## config.mk

```make
export PLATFORM = sky130hd
export DESIGN_NAME = alu_op_sequencer
export DESIGN_NICKNAME = d
export VERILOG_FILES = /design/src/rtl/alu_seq_pkg.sv /design/src/rtl/alu_step_decode.sv /design/src/rtl/alu_op_sequencer.sv
export SDC_FILE = /design/constraint.sdc
export NUM_CORES = 1
export LEC_CHECK = 0
export ABC_AREA = 1
export BUFFER_PORTS_ARGS = -buffer_cell sky130_fd_sc_hd__buf_2
export CAP_MARGIN = 20
export CORE_MARGIN = 4
export CORE_UTILIZATION = 58
export DETAILED_ROUTE_END_ITERATION = 16
export PLACE_DENSITY = 0.82
export SLEW_MARGIN = 20
export SYNTH_ARGS = -nofsm -noshare
export SYNTH_HDL_FRONTEND = slang
export SYNTH_SLANG_ARGS = --single-unit
```

## constraint.sdc

```tcl
create_clock -name clk -period 5.32 [get_ports clk]
set_input_delay 0 -clock clk [delete_from_list [all_inputs] [get_ports clk]]
set_output_delay 0 -clock clk [all_outputs]
set_load 0.05 [all_outputs]
```

## src/rtl/alu_seq_pkg.sv

```systemverilog
// Shared encodings for the multicycle step sequencer: opcode/func maps, ALU control codes and
// step numbers. Opcode 0111 and R funcs 0000/0110/0111 are left undefined.
package alu_seq_pkg;

  localparam logic [3:0] OpRtype = 4'h0;
  localparam logic [3:0] OpAddi  = 4'h1;
  localparam logic [3:0] OpSubi  = 4'h2;
  localparam logic [3:0] OpCmpi  = 4'h3;
  localparam logic [3:0] OpAndi  = 4'h4;
  localparam logic [3:0] OpOri   = 4'h5;
  localparam logic [3:0] OpXori  = 4'h6;
  localparam logic [3:0] OpRjmp  = 4'h8;
  localparam logic [3:0] OpJe    = 4'h9;
  localparam logic [3:0] OpJne   = 4'hA;
  localparam logic [3:0] OpJb    = 4'hB;
  localparam logic [3:0] OpJae   = 4'hC;
  localparam logic [3:0] OpJl    = 4'hD;
  localparam logic [3:0] OpRet   = 4'hE;
  localparam logic [3:0] OpRcall = 4'hF;

  localparam logic [3:0] FnAdd   = 4'h1;
  localparam logic [3:0] FnSub   = 4'h2;
  localparam logic [3:0] FnCmp   = 4'h3;
  localparam logic [3:0] FnAnd   = 4'h4;
  localparam logic [3:0] FnOr    = 4'h5;
  localparam logic [3:0] FnPush  = 4'h8;
  localparam logic [3:0] FnPushf = 4'h9;
  localparam logic [3:0] FnPop   = 4'hA;
  localparam logic [3:0] FnPopf  = 4'hB;
  localparam logic [3:0] FnXor   = 4'hC;
  localparam logic [3:0] FnLsl   = 4'hD;
  localparam logic [3:0] FnLsr   = 4'hE;
  localparam logic [3:0] FnAsr   = 4'hF;

  typedef enum logic [2:0] {
    AluAdd = 3'd0,
    AluSub = 3'd1,
    AluAnd = 3'd2,
    AluOr  = 3'd3,
    AluXor = 3'd4,
    AluLsl = 3'd5,
    AluLsr = 3'd6,
    AluAsr = 3'd7
  } alu_ctrl_e;

  typedef enum logic [2:0] {
    StFetch  = 3'd0,
    StDecode = 3'd1,
    StExec   = 3'd2,
    StMem1   = 3'd3,
    StMem2   = 3'd4,
    StMem3   = 3'd5
  } seq_state_e;

endpackage

```

## src/rtl/alu_step_decode.sv

```systemverilog
// Combinational step decoder: maps (opcode, func, step) to the ALU control code, the final step
// of the instruction and an undefined-encoding flag. Undefined encodings decode as a NOP.
module alu_step_decode
  import alu_seq_pkg::*;
#(
  parameter int unsigned OPCODE_WIDTH = 4,
  parameter int unsigned FUNC_WIDTH   = 4,
  parameter int unsigned STATE_WIDTH  = 3,
  parameter int unsigned CTRL_WIDTH   = 3
) (
  input  logic [OPCODE_WIDTH-1:0] opcode_i,
  input  logic [FUNC_WIDTH-1:0]   func_i,
  input  logic [STATE_WIDTH-1:0]  state_i,
  output logic [CTRL_WIDTH-1:0]   alu_ctrl_o,
  output logic [STATE_WIDTH-1:0]  last_state_o,
  output logic                    illegal_o
);

  alu_ctrl_e  exec_op, mem1_op, mem2_op, mem3_op, ctrl;
  seq_state_e last;

  always_comb begin
    exec_op   = AluAdd;
    mem1_op   = AluAdd;
    mem2_op   = AluAdd;
    mem3_op   = AluAdd;
    last      = StExec;
    illegal_o = 1'b0;
    case (opcode_i)
      OPCODE_WIDTH'(OpRtype): begin
        case (func_i)
          FUNC_WIDTH'(FnAdd):                      exec_op = AluAdd;
          FUNC_WIDTH'(FnSub), FUNC_WIDTH'(FnCmp):  exec_op = AluSub;
          FUNC_WIDTH'(FnAnd):                      exec_op = AluAnd;
          FUNC_WIDTH'(FnOr):                       exec_op = AluOr;
          FUNC_WIDTH'(FnXor):                      exec_op = AluXor;
          FUNC_WIDTH'(FnLsl):                      exec_op = AluLsl;
          FUNC_WIDTH'(FnLsr):                      exec_op = AluLsr;
          FUNC_WIDTH'(FnAsr):                      exec_op = AluAsr;
          FUNC_WIDTH'(FnPush), FUNC_WIDTH'(FnPushf): begin
            mem1_op = AluSub;
            last    = StMem1;
          end
          FUNC_WIDTH'(FnPop), FUNC_WIDTH'(FnPopf): begin
            exec_op = AluAdd;
            last    = StMem1;
          end
          default: illegal_o = 1'b1;
        endcase
      end
      OPCODE_WIDTH'(OpAddi):                          exec_op = AluAdd;
      OPCODE_WIDTH'(OpSubi), OPCODE_WIDTH'(OpCmpi):   exec_op = AluSub;
      OPCODE_WIDTH'(OpAndi):                          exec_op = AluAnd;
      OPCODE_WIDTH'(OpOri):                           exec_op = AluOr;
      OPCODE_WIDTH'(OpXori):                          exec_op = AluXor;
      OPCODE_WIDTH'(OpRjmp), OPCODE_WIDTH'(OpJe), OPCODE_WIDTH'(OpJne),
      OPCODE_WIDTH'(OpJb), OPCODE_WIDTH'(OpJae), OPCODE_WIDTH'(OpJl): exec_op = AluAdd;
      OPCODE_WIDTH'(OpRet): begin
        exec_op = AluAdd;
        mem1_op = AluAdd;
        last    = StMem1;
      end
      OPCODE_WIDTH'(OpRcall): begin
        mem1_op = AluSub;
        mem2_op = AluAdd;
        mem3_op = AluSub;
        last    = StMem3;
      end
      default: illegal_o = 1'b1;
    endcase
  end

  // Fetch and decode steps always read ADD (PC increment).
  always_comb begin
    ctrl = AluAdd;
    case (state_i)
      STATE_WIDTH'(StExec): ctrl = exec_op;
      STATE_WIDTH'(StMem1): ctrl = mem1_op;
      STATE_WIDTH'(StMem2): ctrl = mem2_op;
      STATE_WIDTH'(StMem3): ctrl = mem3_op;
      default:              ctrl = AluAdd;
    endcase
  end

  assign alu_ctrl_o   = CTRL_WIDTH'(ctrl);
  assign last_state_o = STATE_WIDTH'(last);

endmodule

```

## src/rtl/alu_op_sequencer.sv

```systemverilog
// Multicycle step sequencer with fetch/memory stall handshakes. Define ALU_SEQ_MULTISHIFT_EN to
// hold the exec step of LSL/LSR/ASR for shamt cycles (shamt 0 counts as one).
module alu_op_sequencer
  import alu_seq_pkg::*;
#(
  parameter int unsigned OPCODE_WIDTH = 4,
  parameter int unsigned FUNC_WIDTH   = 4,
  parameter int unsigned STATE_WIDTH  = 3,
  parameter int unsigned CTRL_WIDTH   = 3,
  parameter int unsigned SHAMT_WIDTH  = 3
) (
  input  logic                    clk,
  input  logic                    rst_n,
  input  logic [OPCODE_WIDTH-1:0] opcode_i,
  input  logic [FUNC_WIDTH-1:0]   func_i,
  input  logic [SHAMT_WIDTH-1:0]  shamt_i,
  input  logic                    instr_valid_i,
  input  logic                    mem_ready_i,
  output logic                    instr_ready_o,
  output logic [STATE_WIDTH-1:0]  state_o,
  output logic [CTRL_WIDTH-1:0]   alu_ctrl_o,
  output logic                    last_step_o,
  output logic                    instr_done_o,
  output logic                    illegal_o
);

  localparam logic [STATE_WIDTH-1:0] SFetch  = STATE_WIDTH'(StFetch);
  localparam logic [STATE_WIDTH-1:0] SDecode = STATE_WIDTH'(StDecode);
  localparam logic [STATE_WIDTH-1:0] SExec   = STATE_WIDTH'(StExec);
  localparam logic [STATE_WIDTH-1:0] SMem1   = STATE_WIDTH'(StMem1);
  localparam logic [STATE_WIDTH-1:0] SMem2   = STATE_WIDTH'(StMem2);
  localparam logic [STATE_WIDTH-1:0] SMem3   = STATE_WIDTH'(StMem3);

  logic [STATE_WIDTH-1:0]  state_q, state_d;
  logic [OPCODE_WIDTH-1:0] opcode_q, opcode_d, dec_opcode;
  logic [FUNC_WIDTH-1:0]   func_q, func_d, dec_func;
  logic                    done_q, done_d, illegal_q, illegal_d;
  logic [STATE_WIDTH-1:0]  last_state;
  logic                    dec_illegal, latch_en, hold_shift, at_last;

  assign latch_en = (state_q == SDecode) && instr_valid_i;

  // In decode the decoder sees the incoming fields so the illegal flag is ready at latch time;
  // no opcode drives a non-ADD code in that step, so alu_ctrl is unaffected.
  assign dec_opcode = (state_q == SDecode) ? opcode_i : opcode_q;
  assign dec_func   = (state_q == SDecode) ? func_i : func_q;

  alu_step_decode #(
    .OPCODE_WIDTH(OPCODE_WIDTH),
    .FUNC_WIDTH  (FUNC_WIDTH),
    .STATE_WIDTH (STATE_WIDTH),
    .CTRL_WIDTH  (CTRL_WIDTH)
  ) u_step_decode (
    .opcode_i    (dec_opcode),
    .func_i      (dec_func),
    .state_i     (state_q),
    .alu_ctrl_o  (alu_ctrl_o),
    .last_state_o(last_state),
    .illegal_o   (dec_illegal)
  );

`ifdef ALU_SEQ_MULTISHIFT_EN
  logic [SHAMT_WIDTH-1:0] shcnt_q, shcnt_d;
  logic                   shift_op;

  assign shift_op = (state_q == SExec) &&
                    ((alu_ctrl_o == CTRL_WIDTH'(AluLsl)) || (alu_ctrl_o == CTRL_WIDTH'(AluLsr)) ||
                     (alu_ctrl_o == CTRL_WIDTH'(AluAsr)));
  assign hold_shift = shift_op && (shcnt_q > SHAMT_WIDTH'(1));

  always_comb begin
    shcnt_d = shcnt_q;
    if (latch_en) begin
      shcnt_d = (shamt_i == '0) ? SHAMT_WIDTH'(1) : shamt_i;
    end else if ((state_q == SExec) && (shcnt_q != '0)) begin
      shcnt_d = shcnt_q - SHAMT_WIDTH'(1);
    end
  end

  always_ff @(posedge clk or negedge rst_n) begin
    if (!rst_n) shcnt_q <= '0;
    else        shcnt_q <= shcnt_d;
  end
`else
  logic unused_shamt;
  assign unused_shamt = ^shamt_i;
  assign hold_shift   = 1'b0;
`endif

  assign at_last = (state_q == last_state) && !hold_shift;

  always_comb begin
    state_d   = state_q;
    opcode_d  = opcode_q;
    func_d    = func_q;
    done_d    = 1'b0;
    illegal_d = latch_en && dec_illegal;
    if (latch_en) begin
      opcode_d = opcode_i;
      func_d   = func_i;
    end
    case (state_q)
      SFetch:  if (mem_ready_i) state_d = SDecode;
      SDecode: if (instr_valid_i) state_d = SExec;
      SExec: begin
        if (at_last) begin
          state_d = SFetch;
          done_d  = 1'b1;
        end else if (!hold_shift) begin
          state_d = SMem1;
        end
      end
      SMem1, SMem2, SMem3: begin
        if (mem_ready_i) begin
          if (at_last) begin
            state_d = SFetch;
            done_d  = 1'b1;
          end else begin
            state_d = state_q + STATE_WIDTH'(1);
          end
        end
      end
      default: state_d = SFetch;
    endcase
  end

  always_ff @(posedge clk or negedge rst_n) begin
    if (!rst_n) begin
      state_q   <= SFetch;
      opcode_q  <= '0;
      func_q    <= '0;
      done_q    <= 1'b0;
      illegal_q <= 1'b0;
    end else begin
      state_q   <= state_d;
      opcode_q  <= opcode_d;
      func_q    <= func_d;
      done_q    <= done_d;
      illegal_q <= illegal_d;
    end
  end

  assign state_o       = state_q;
  assign instr_ready_o = (state_q == SDecode);
  assign last_step_o   = at_last;
  assign instr_done_o  = done_q;
  assign illegal_o     = illegal_q;

endmodule
```

==> impl_results.md, run 1 <==
- Outcome: complete, no violations
- Power Density: 706.5 nW/um^2
- Fillers: 177
- Die width: 52.96 microns
- Total wire length: 2.750 mm
- Compound-Gate Fraction of Synth Area: 12.06%
- Final hold vios: 0
- Clock Latency Late Sink: 280 ps
- Detail Route Antenna Nets: 0
- Synthesized instance count: 169
- Cell Rows: 16
- DIE HEIGHT: 52.96 microns
- Share of layout cells above drive strength 1: 25.39%
- Final setup fails: 0
- Yosys cell types: 25
- Max incr delay on CP: 460 ps
- Period utilization: 52.74%
- Design Power: 0.0009335 W
- DR pass1 iterations: 4
- YS warnings: 0
- Startpoint types: flop
- Post-place setup slack: 2843 ps
- Fin crit period: 2806 ps
- Ant. Diodes: 0
- Via/cell ratio: 5.368
- Commonest non-fill, non-tap cell in the layout: nand2_1
- WHS: 4.306 ps
- Port-buffer cells: 21
- Skew final: 13.56 ps
- Remaining Overflow, GRT: 0
- Crit path kind: flop to output port
- Via Count: 1,181
- Root Buffer: clkbuf_4
- CP Cell Sequence: inv_1, ha_1, nand2_4, nand2_1, nand2_2, nand2_1, nor2_4, inv_1, o21ai_2, nand2_1, nand3_1, nand2_1, o211ai_2, buf_2
- TritonCTS clock tree: yes
- Synthesized area per cell: 6.937 sq um
- Max Fanout on Critical Path: 15
- Max Clock Freq: 0.3564 GHz
- Initial antenna violation count: 0
- Buf+Inv Stages, Crit Path: 3
- CTS buffer count: 3
- Starting Density: 60.37%
- Placer Congestion: 0.8421
- Commonest non-fill, non-tap cells in the layout: 45 x nand2_1, 23 x inv_1, 21 x buf_2
- Seq cells post-synth: 13
- Crit path top cell by count: nand2_1
- Synth Flop Type: dfrtp_1
- Slew @ Worst Pin: 541.8 ps
- Share of synthesized registers carrying an async set or reset: 100.0%
- Clock Pin Slew Worst Setup and Hold Paths: 90 ps
- Post-synth net total: 189
- Largest family of logic cells by synthesized area: simple AND/OR/NAND/NOR gates
- Peak VDD IR: 0.4565 mV
- Core Area: 1942 sq um
- Final #Nets: 214
- Die area: 2805 sq um
- Mapped Area: 1172 sq um
- WP data arrival: 2810 ps
- Hold crit path type: input port to flop
- MaxCap Viol Count: 0
- CP Capture Type: output port
- Adder-Cell Fraction of Synth Area: 5.336%
- Mux share of post-synthesis cell area: 0.9605%
- CP max stage cell: dfrtp_1
- Initial DRC count: 54
- TNS Setup: 0 ps
- Largest net degree at the start of global routing: 17
- Detailed Place HPWL: 2.098 mm
- Post-synth EDFFs: 0
- Leak Pwr: 0.7343 nW
- DR DRC count: 0
- Ports: 25
- Area grow syn2layout: 12.70%
- XOR/XNOR Fraction of Synth Area: 0%
- Vias in the first global route: 1,144
- Final worst slack: 2514 ps
- WP data required: 5320 ps
- RSZ-0062 raised after global routing: no
- Top delay family on crit path: simple AND/OR/NAND/NOR gates
- Longest Clk Path Bufs: 2
- Sequential fraction of the synthesis area: 27.75%
- Post-synthesis simple-gate area fraction: 41.94%
- First-pass GRT wire length: 4.657 mm
- Max Slew Vio Count: 0
- CTS H-tree lvls: 1
- Gr usage total: 22.15%
- CTS sink cnt: 13
- Slew margin rel.: 63.88%
- Wire length per cell: 12.50 microns
==> where the power goes <==
part	leakage (nW)	internal (W)	total [W]	switching (W)
Combinational	0.554	0.000200	0.000688	0.000487
Clock	0.0150	0.0000290	0.0000629	0.0000340
Sequential	0.165	0.000141	0.000183	0.0000417
Total	0.734	0.000370	0.000933	0.000563
==> Yosys cell counts, drive strengths merged, types with 2 or more instances <==
cell type	count	area share, %
inv	25	8.0
buf	3	3.6
o21ai	14	6.3
ha	5	5.3
nand3	17	8.1
nor3	2	0.85
a21oi	8	3.4
nand4	3	1.6
dfrtp	13	28
nand2	58	24
nor2	16	7.5
==> worst reg2reg max path, cell delays in order (launching register included) <==
cell,delay [ps]
dfrtp_1,460
inv_1,140
ha_1,510
nand2_4,250
nand2_1,130
nand2_2,80
nand2_1,150
inv_1,70
nand3_1,90
nand2_1,70
nand2_1,70
nand3_2,110
nand2_1,80
nand3_1,80
nand2_1,70
nand2_1,50
==> stage by stage <==
step	std cells	cell area [sq um]	utilization (%)
4_1_cts	220	1321	68.04
3_3_place_gp	213	1265	65.14
6_report	220	1321	68.04
5_1_grt	220	1321	68.04
3_5_place_dp	213	1265	65.14
2_1_floorplan	169	1172	-
==> state kept, by name (all words and copies together), names as in the netlist <==
signal and count:
instr_done_o 1, opcode_q 4, func_q 4, state_o 3, illegal_o 1
==> path summary, 6_finish.rpt <==
check,from,end,slack [ps],depth (start not counted)
max in group asynchronous,rst_n,state_o[2],4920,2
min in group asynchronous,rst_n,func_q[1],150,2
worst min register to register,func_q[3],func_q[3],490,2
worst min-delay path,func_i[3],func_q[3],4,3
worst max-delay path,state_o[1],alu_ctrl_o[0],2510,14
worst max register to register,state_o[1],state_o[0],2820,15
==> kinds of logic after synthesis <==
logic type | Yosys count
AO/OA/AOI/OAI | 25
adder cells (fa/ha/maj) | 5
buffers and inverters | 29
flip-flops | 13
multiplexers | 1
AND/OR/NAND/NOR | 96
==> metal layers <==
metal	track usage (%)	vias to the layer above	part of all wire [%]
met1	25.82	537	42
met3	3.099	10	5.3
met5	0	-	0
met4	7.234	0	1.7
li1	-	589	-
met2	40.91	45	51
==> what timing repair did <==
item | in CTS | in global routing
hold buffers | 3 | 0
gates resized for setup | 0 | 0
hold endpoints to repair | 15 | 0
buffers inserted | 0 | 0
==> cell type report <==
| cell class | count | area [sq um] | share of cell area (%) |
|---|---|---|---|
| Multi-Input combinational cell | 127 | 706.9 | 53.50 |
| Sequential cell | 13 | 325.3 | 24.62 |
| Tap cell | 27 | 33.78 | 2.557 |
| Clock buffer | 4 | 26.28 | 1.989 |
| Inverter | 25 | 93.84 | 7.102 |
| Timing Repair Buffer | 24 | 135.1 | 10.23 |
Power figures use the tool's default switching activity.
==> inputs of run 2 (changes only) <==
--- a/config.mk
+++ b/config.mk
@@ -9,9 +9,9 @@
 export BUFFER_PORTS_ARGS = -buffer_cell sky130_fd_sc_hd__buf_2
 export CAP_MARGIN = 20
 export CORE_MARGIN = 4
-export CORE_UTILIZATION = 58
+export CORE_UTILIZATION = 49
 export DETAILED_ROUTE_END_ITERATION = 16
-export PLACE_DENSITY = 0.82
+export PLACE_DENSITY = 0.74
 export SLEW_MARGIN = 20
 export SYNTH_ARGS = -nofsm -noshare
 export SYNTH_HDL_FRONTEND = slang
==> constraint.sdc (replaced) <==
create_clock -name clk -period 2.4 [get_ports clk]
set_input_delay 0 -clock clk [delete_from_list [all_inputs] [get_ports clk]]
set_output_delay 0 -clock clk [all_outputs]
set_load 0.05 [all_outputs]
==> run 2 against run 1 <==
The run now ends with hold timing left. Critical path type unchanged. Via count increased by 0.68%. Non-clock buffer count increased by 11. Sequential cell count unchanged. Largest power group unchanged. Cell count increased by 5.5%. Worst setup slack got worse by 2400 ps. Clock power increased by 130%. Clock-buffer cell count decreased by 1. Sequential power increased by 110%. Final area increased by 9.9%. Critical path depth decreased by 1. Core utilization decreased by 3.6 points. Combinational power increased to 2.5 times the previous value.
==> impl_results.md, run 2 (same netlist as run 1, synthesis figures left out) <==
- Initial antenna violation count: 0
- Period utilization: 93.42%
- Final setup fails: 0
- CP max stage cell: dfrtp_1
- Clock Pin Slew Worst Setup and Hold Paths: 90 ps
- Ant. Diodes: 0
- Ports: 25
- Max Fanout on Critical Path: 15
- Total wire length: 2.947 mm
- Commonest non-fill, non-tap cells in the layout: 45 x nand2_1, 22 x inv_1, 20 x buf_2
- CTS buffer count: 3
- WHS: -0.02942 ps
- Post-place setup slack: 148.3 ps
- Starting Density: 52.00%
- Gr usage total: 18.98%
- CP Cell Sequence: ha_4, nand2_8, nand2_1, nand2_2, nand2_1, nor2_4, inv_1, o21ai_2, nand2_1, nand3_1, nand2_1, o211ai_2, buf_4
- Max Clock Freq: 0.4460 GHz
- Leak Pwr: 0.7928 nW
- Die area: 3239 sq um
- Top Metal Used: met4
- Die width: 56.92 microns
- Detail Route Antenna Nets: 0
- Via/cell ratio: 5.125
- Failing checks: hold timing
- Fin crit period: 2242 ps
- Crit path kind: flop to output port
- Metal3 WL: 136 microns
- Startpoint types: flop
- CP Capture Type: output port
- Clock Latency Late Sink: 280 ps
- Initial DRC count: 31
- DR DRC count: 0
- CTS sink cnt: 13
- FF+latch area: 325.3 sq um
- Detailed Place HPWL: 2.243 mm
- Longest Clk Path Bufs: 2
- WP data required: 2400 ps
- RSZ-0062 raised after global routing: yes
- Max incr delay on CP: 420 ps
- Vias in the first global route: 1,158
- Placed Cells: 221
- Commonest non-fill, non-tap cell in the layout: nand2_1
- Skew final: 1.447 ps
- Final #Nets: 225
- DIE HEIGHT: 56.92 microns
- Via Count: 1,189
- Share of layout cells above drive strength 1: 30.88%
- First-pass GRT wire length: 4.974 mm
- Wire length per cell: 12.70 microns
- Hold crit path type: input port to flop
- Slew margin rel.: 76.93%
- CTS H-tree lvls: 1
- Multi-input logic area: 743.2 sq um
- TritonCTS clock tree: yes
- Remaining Overflow, GRT: 0
- Cell Rows: 17
- MaxCap Viol Count: 0
- Crit path top cell by count: nand2_1
- Root Buffer: clkbuf_4
- Slew @ Worst Pin: 345.6 ps
- DR pass1 iterations: 4
- Final worst slack: 157.9 ps
- Non-filler instance count after layout: 232
- Core Area: 2255 sq um
- WL met1: 1.328 mm
- Outcome: finished, violations left
- Met2 WL: 1.468 mm
- Peak VDD IR: 0.9666 mV
- Final hold vios: 1
- Fillers: 218
- Placer Congestion: 0.9092
- Max Slew Vio Count: 0
- Largest net degree at the start of global routing: 17
- WP data arrival: 2240 ps
- Port-buffer cells: 21
- Area grow syn2layout: 23.91%
- Power Density: 1556 nW/um^2
[run 2: worst max-delay path, delay by kind of cell (launching register included)]
family,cells,cell delay [ps]
AOI/OAI and AO/OA,2,190
DFF,1,420
adders and majority gates,1,210
and+or+nand+nor,8,830
buffers and inverters,2,290
[run 2: final cells by class]
type / instances / share of cell area (%)
tap: 28 / 2.412
inverter: 25 / 6.460
sequential: 13 / 22.39
timing repair buffer: 35 / 15.68
multi-input combinational: 127 / 51.16
clock inverter: 1 / 0.3445
clock buffer: 3 / 1.550
[run 2: final timing paths]
kind                                 end       start  slack (ps)  depth (start not counted)
hold / removal                 func_q[3]   func_i[3]       -0.03                          3
max in group asynchronous     state_o[1]       rst_n        2040                          2
setup reg to reg              state_o[1]  state_o[1]         340                         14
hold reg to reg                func_q[0]   func_q[0]         500                          2
setup / recovery           alu_ctrl_o[0]  state_o[0]         160                         13
min in group asynchronous    opcode_q[1]       rst_n         130                          2
[run 2: timing repair]
action / 4_1_cts / 5_1_grt
setup buffers: 0 / 1
resized for setup: 2 / 8
setup endpoints to repair: 3 / 3
endpoints found under the hold margin: 18 / 0
hold buffers: 6 / 0
pin swaps: 0 / 1
[run 2: per-stage QoR]
stage                     hold WS [ps]  TNS [ps]  cell area, sq um  util [%]  total power (W)
final                         -0.02942         0              1453     64.43         0.002261
after global routing             13.56    -18.42              1453     64.43         0.002469
after CTS                        5.095         0              1423     63.10         0.002197
after detailed placement        -90.46         0              1330     58.99         0.002025
after global placement          -100.2         0              1330     58.99         0.001978
after floorplan                 -295.6         0              1184         -         0.001704
[run 2: layer usage]
metal	up-vias	track usage, %
met4	0	2.980
met2	30	33.44
met1	545	24.30
met5	-	0
li1	612	-
met3	2	3.678
[run 2: report_power, final]
part	leakage (nW)	total (W)	switching, W	internal (W)
registers	0.165	0.000381	0.0000681	0.000313
clock network	0.0177	0.000147	0.0000848	0.0000618
logic	0.610	0.00173	0.00117	0.000562
total	0.793	0.00226	0.00132	0.000937
==> inputs of run 3 (changes only) <==
--- a/config.mk
+++ b/config.mk
@@ -5,13 +5,13 @@
 export SDC_FILE = /design/constraint.sdc
 export NUM_CORES = 1
 export LEC_CHECK = 0
-export ABC_AREA = 1
+export ABC_AREA = 0
 export BUFFER_PORTS_ARGS = -buffer_cell sky130_fd_sc_hd__buf_2
 export CAP_MARGIN = 20
 export CORE_MARGIN = 4
-export CORE_UTILIZATION = 49
+export CORE_UTILIZATION = 48
 export DETAILED_ROUTE_END_ITERATION = 16
-export PLACE_DENSITY = 0.74
+export PLACE_DENSITY = 0.72
 export SLEW_MARGIN = 20
 export SYNTH_ARGS = -nofsm -noshare
 export SYNTH_HDL_FRONTEND = slang
==> run 3 against run 2 <==
The run now ends clean. Final area is 9.3% higher. Non-clock buffer count is 7 higher. Sequential share of layout area is 1.7 points lower. Core utilization is 6.0 points higher. Total power is 1.4% higher. Wire length is 17% higher. Combinational power hardly changed. Synthesized cell count is 22% lower. Hold slack better by 12 ps. Worst setup slack worse by 92 ps. Clock power hardly changed. Largest cell class unchanged. Highest routed layer unchanged.
==> impl_results.md, run 3 <==
- Outcome: complete, no violations
- Detail Route Antenna Nets: 0
- Worst R2R Start: state_o[0]
- Peak VDD IR: 0.9656 mV
- Synthesized instance count: 132
- Share of synthesized registers carrying an async set or reset: 100.0%
- Non-filler instance count after layout: 203
- Max Slew Vio Count: 0
- TritonCTS clock tree: yes
- Core Area: 2255 sq um
- Die area: 3288 sq um
- Fin crit period: 2334 ps
- Max Fanout on Critical Path: 7
- Via/cell ratio: 6.177
- Clock Latency Late Sink: 290 ps
- Share of layout cells above drive strength 1: 39.43%
- Post-synth EDFFs: 0
- Hold_sp: opcode_i[0]
- Ant. Diodes: 0
- Synth area leader: dfrtp_1
- Vias in the first global route: 1,197
- Multi-input logic area: 865.8 sq um
- Leak Pwr: 0.7181 nW
- Clock Pin Slew Worst Setup and Hold Paths: 90 ps
- DIE HEIGHT: 57.34 microns
- Placed Cells: 184
- Remaining Overflow, GRT: 0
- Period utilization: 97.25%
- Longest Clk Path Bufs: 2
- CP Cell Sequence: inv_4, ha_4, nand2b_4, buf_12, inv_12, mux2_4, mux2i_1, a2111oi_2, a41oi_1, o211ai_1, buf_4
- First-pass GRT wire length: 5.333 mm
- CP Capture Type: output port
- Startpoint types: flop
- Seq cells post-synth: 13
- Compound-Gate Fraction of Synth Area: 19.59%
- Ports: 25
- MaxCap Viol Count: 0
- XOR/XNOR Fraction of Synth Area: 2.891%
- Power Density: 1444 nW/um^2
- Gr usage total: 20.53%
- Yosys cell types: 46
- Mapped Area: 1169 sq um
- Crit path kind: flop to output port
- Final #Nets: 196
- Final setup fails: 0
- CP max stage cell: dfrtp_2
- Post-synthesis simple-gate area fraction: 22.81%
- Max incr delay on CP: 430 ps
- Synth cell count leaders: 16 x nand2_1, 13 x dfrtp_1, 9 x mux2i_1
- Hold crit path type: input port to flop
- Detailed Place HPWL: 2.269 mm
- Area grow syn2layout: 35.87%
- CTS buffer count: 3
- Cell Rows: 17
- Port-buffer cells: 21
- Crit path from: state_o[1]
- Placer Congestion: 0.8839
- CTS H-tree lvls: 1
- YS warnings: 0
- Most numerous cell in the Yosys netlist: nand2_1
- Post-synth net total: 152
- Die width: 57.34 microns
- Initial DRC count: 66
- Commonest non-fill, non-tap cell in the layout: buf_2
- WP data required: 2400 ps
- Max Clock Freq: 0.4284 GHz
- Starting Density: 51.83%
- Initial antenna violation count: 0
- Total wire length: 3.455 mm
- Synth top area share: 27.84%
- Adder-Cell Fraction of Synth Area: 5.353%
- Synth Flop Type: dfrtp_1
- Wire length per cell: 17.02 microns
- Final core utilization: 70.42%
- Commonest non-fill, non-tap cells in the layout: 20 x buf_2, 16 x nand2_1, 16 x buf_4
- Root Buffer: clkbuf_4
- Mux share of post-synthesis cell area: 17.99%
- Fillers: 170
- Via Count: 1,254
- Slew @ Worst Pin: 430.0 ps
- DR pass1 iterations: 4
- Skew final: 2.146 ps
- Area contributors post-synth: dfrtp_1 28%, mux2i_1 7.7%, mux2_2 7.7%
- RSZ-0062 raised after global routing: yes
- TNS Setup: 0 ps
- Slew margin rel.: 70.51%
- CTS sink cnt: 13
- DR DRC count: 0
- Synthesized area per cell: 8.853 sq um
- FF+latch area: 327.8 sq um
- WP data arrival: 2330 ps
- Largest net degree at the start of global routing: 17
- Largest family of logic cells by synthesized area: simple AND/OR/NAND/NOR gates
- Sequential fraction of the synthesis area: 27.84%
- Final hold vios: 0
-- run 3: cell types whose count changed in the layout (fill, tap and decap cells not counted), moves of 7 or more --
cell,delta
buf_4,+7
inv_1,-19
mux2_2,+7
nand2_1,-29
nand2_2,-7
nand3_1,-12
-- run 3: layout make-up --
cell class,count,area share (%)
clock buffers,4,1.655
inverters,6,2.364
multi-input cells,110,54.53
flip-flops and latches,13,20.65
well taps,28,2.206
repair buffers,42,18.60
-- run 3: path summary, 6_finish.rpt --
check / slack (ps) / depth (start not counted) / endpoint
setup / recovery: 70 / 11 / alu_ctrl_o[0]
hold / removal: 10 / 2 / opcode_q[0]
setup reg to reg: 240 / 9 / state_o[0]
hold reg to reg: 530 / 1 / func_q[0]
max in group asynchronous: 2000 / 2 / state_o[1]
min in group asynchronous: 140 / 2 / func_q[3]
-- run 3: layer usage --
layer	wire, microns	vias to the layer above	share of wire [%]	GRT usage, %
met5	0	-	0	0
met4	129	0	3.7	7.616
met3	226	17	6.5	4.299
met2	1634	51	47	33.55
met1	1464	601	42	26.45
li1	-	585	-	-
-- run 3: worst max-delay path: cells and delay by family, from the launching register on --
kind / cells / cell delay [ps]
compound gates: 3 / 450
mux: 2 / 470
fa+ha+maj: 1 / 140
simple gates: 1 / 60
buf+inv: 4 / 500
flops: 1 / 430
-- run 3: logic make-up (layout without fill, tap and decap cells) --
group	Yosys count	count (layout)
fa+ha+maj	5	5
simple gates	49	49
xor+xnor	3	3
compound gates	34	34
flops	13	13
mux	19	19
buf+inv	9	52
-- run 3: stage by stage --
step                total power, W  setup slack [ps]  area (sq um)  hold WS (ps)
floorplan                 0.001517            -62.38          1210        -295.6
global placement          0.001819             124.8          1388        -101.2
detailed placement        0.001852             103.2          1388        -89.03
CTS                       0.002186            -1.223          1550         8.743
global route              0.002444            -53.04          1588         28.78
finish                    0.002292             65.95          1588         11.73
-- run 3: what timing repair did --
| item | 4_1_cts | 5_1_grt |
|---|---|---|
| pin swaps | 3 | 4 |
| endpoints found under the setup margin | 2 | 3 |
| endpoints found under the hold margin | 16 | 0 |
| hold buffers | 4 | 0 |
| buffers inserted | 10 | 1 |
| gates resized for setup | 7 | 6 |
-- run 3: power breakdown --
part | internal, W | total [W] | switching, W
registers | 0.000316 | 0.000415 | 0.0000983
clock network | 0.0000647 | 0.000147 | 0.0000824
logic | 0.000770 | 0.00173 | 0.000960
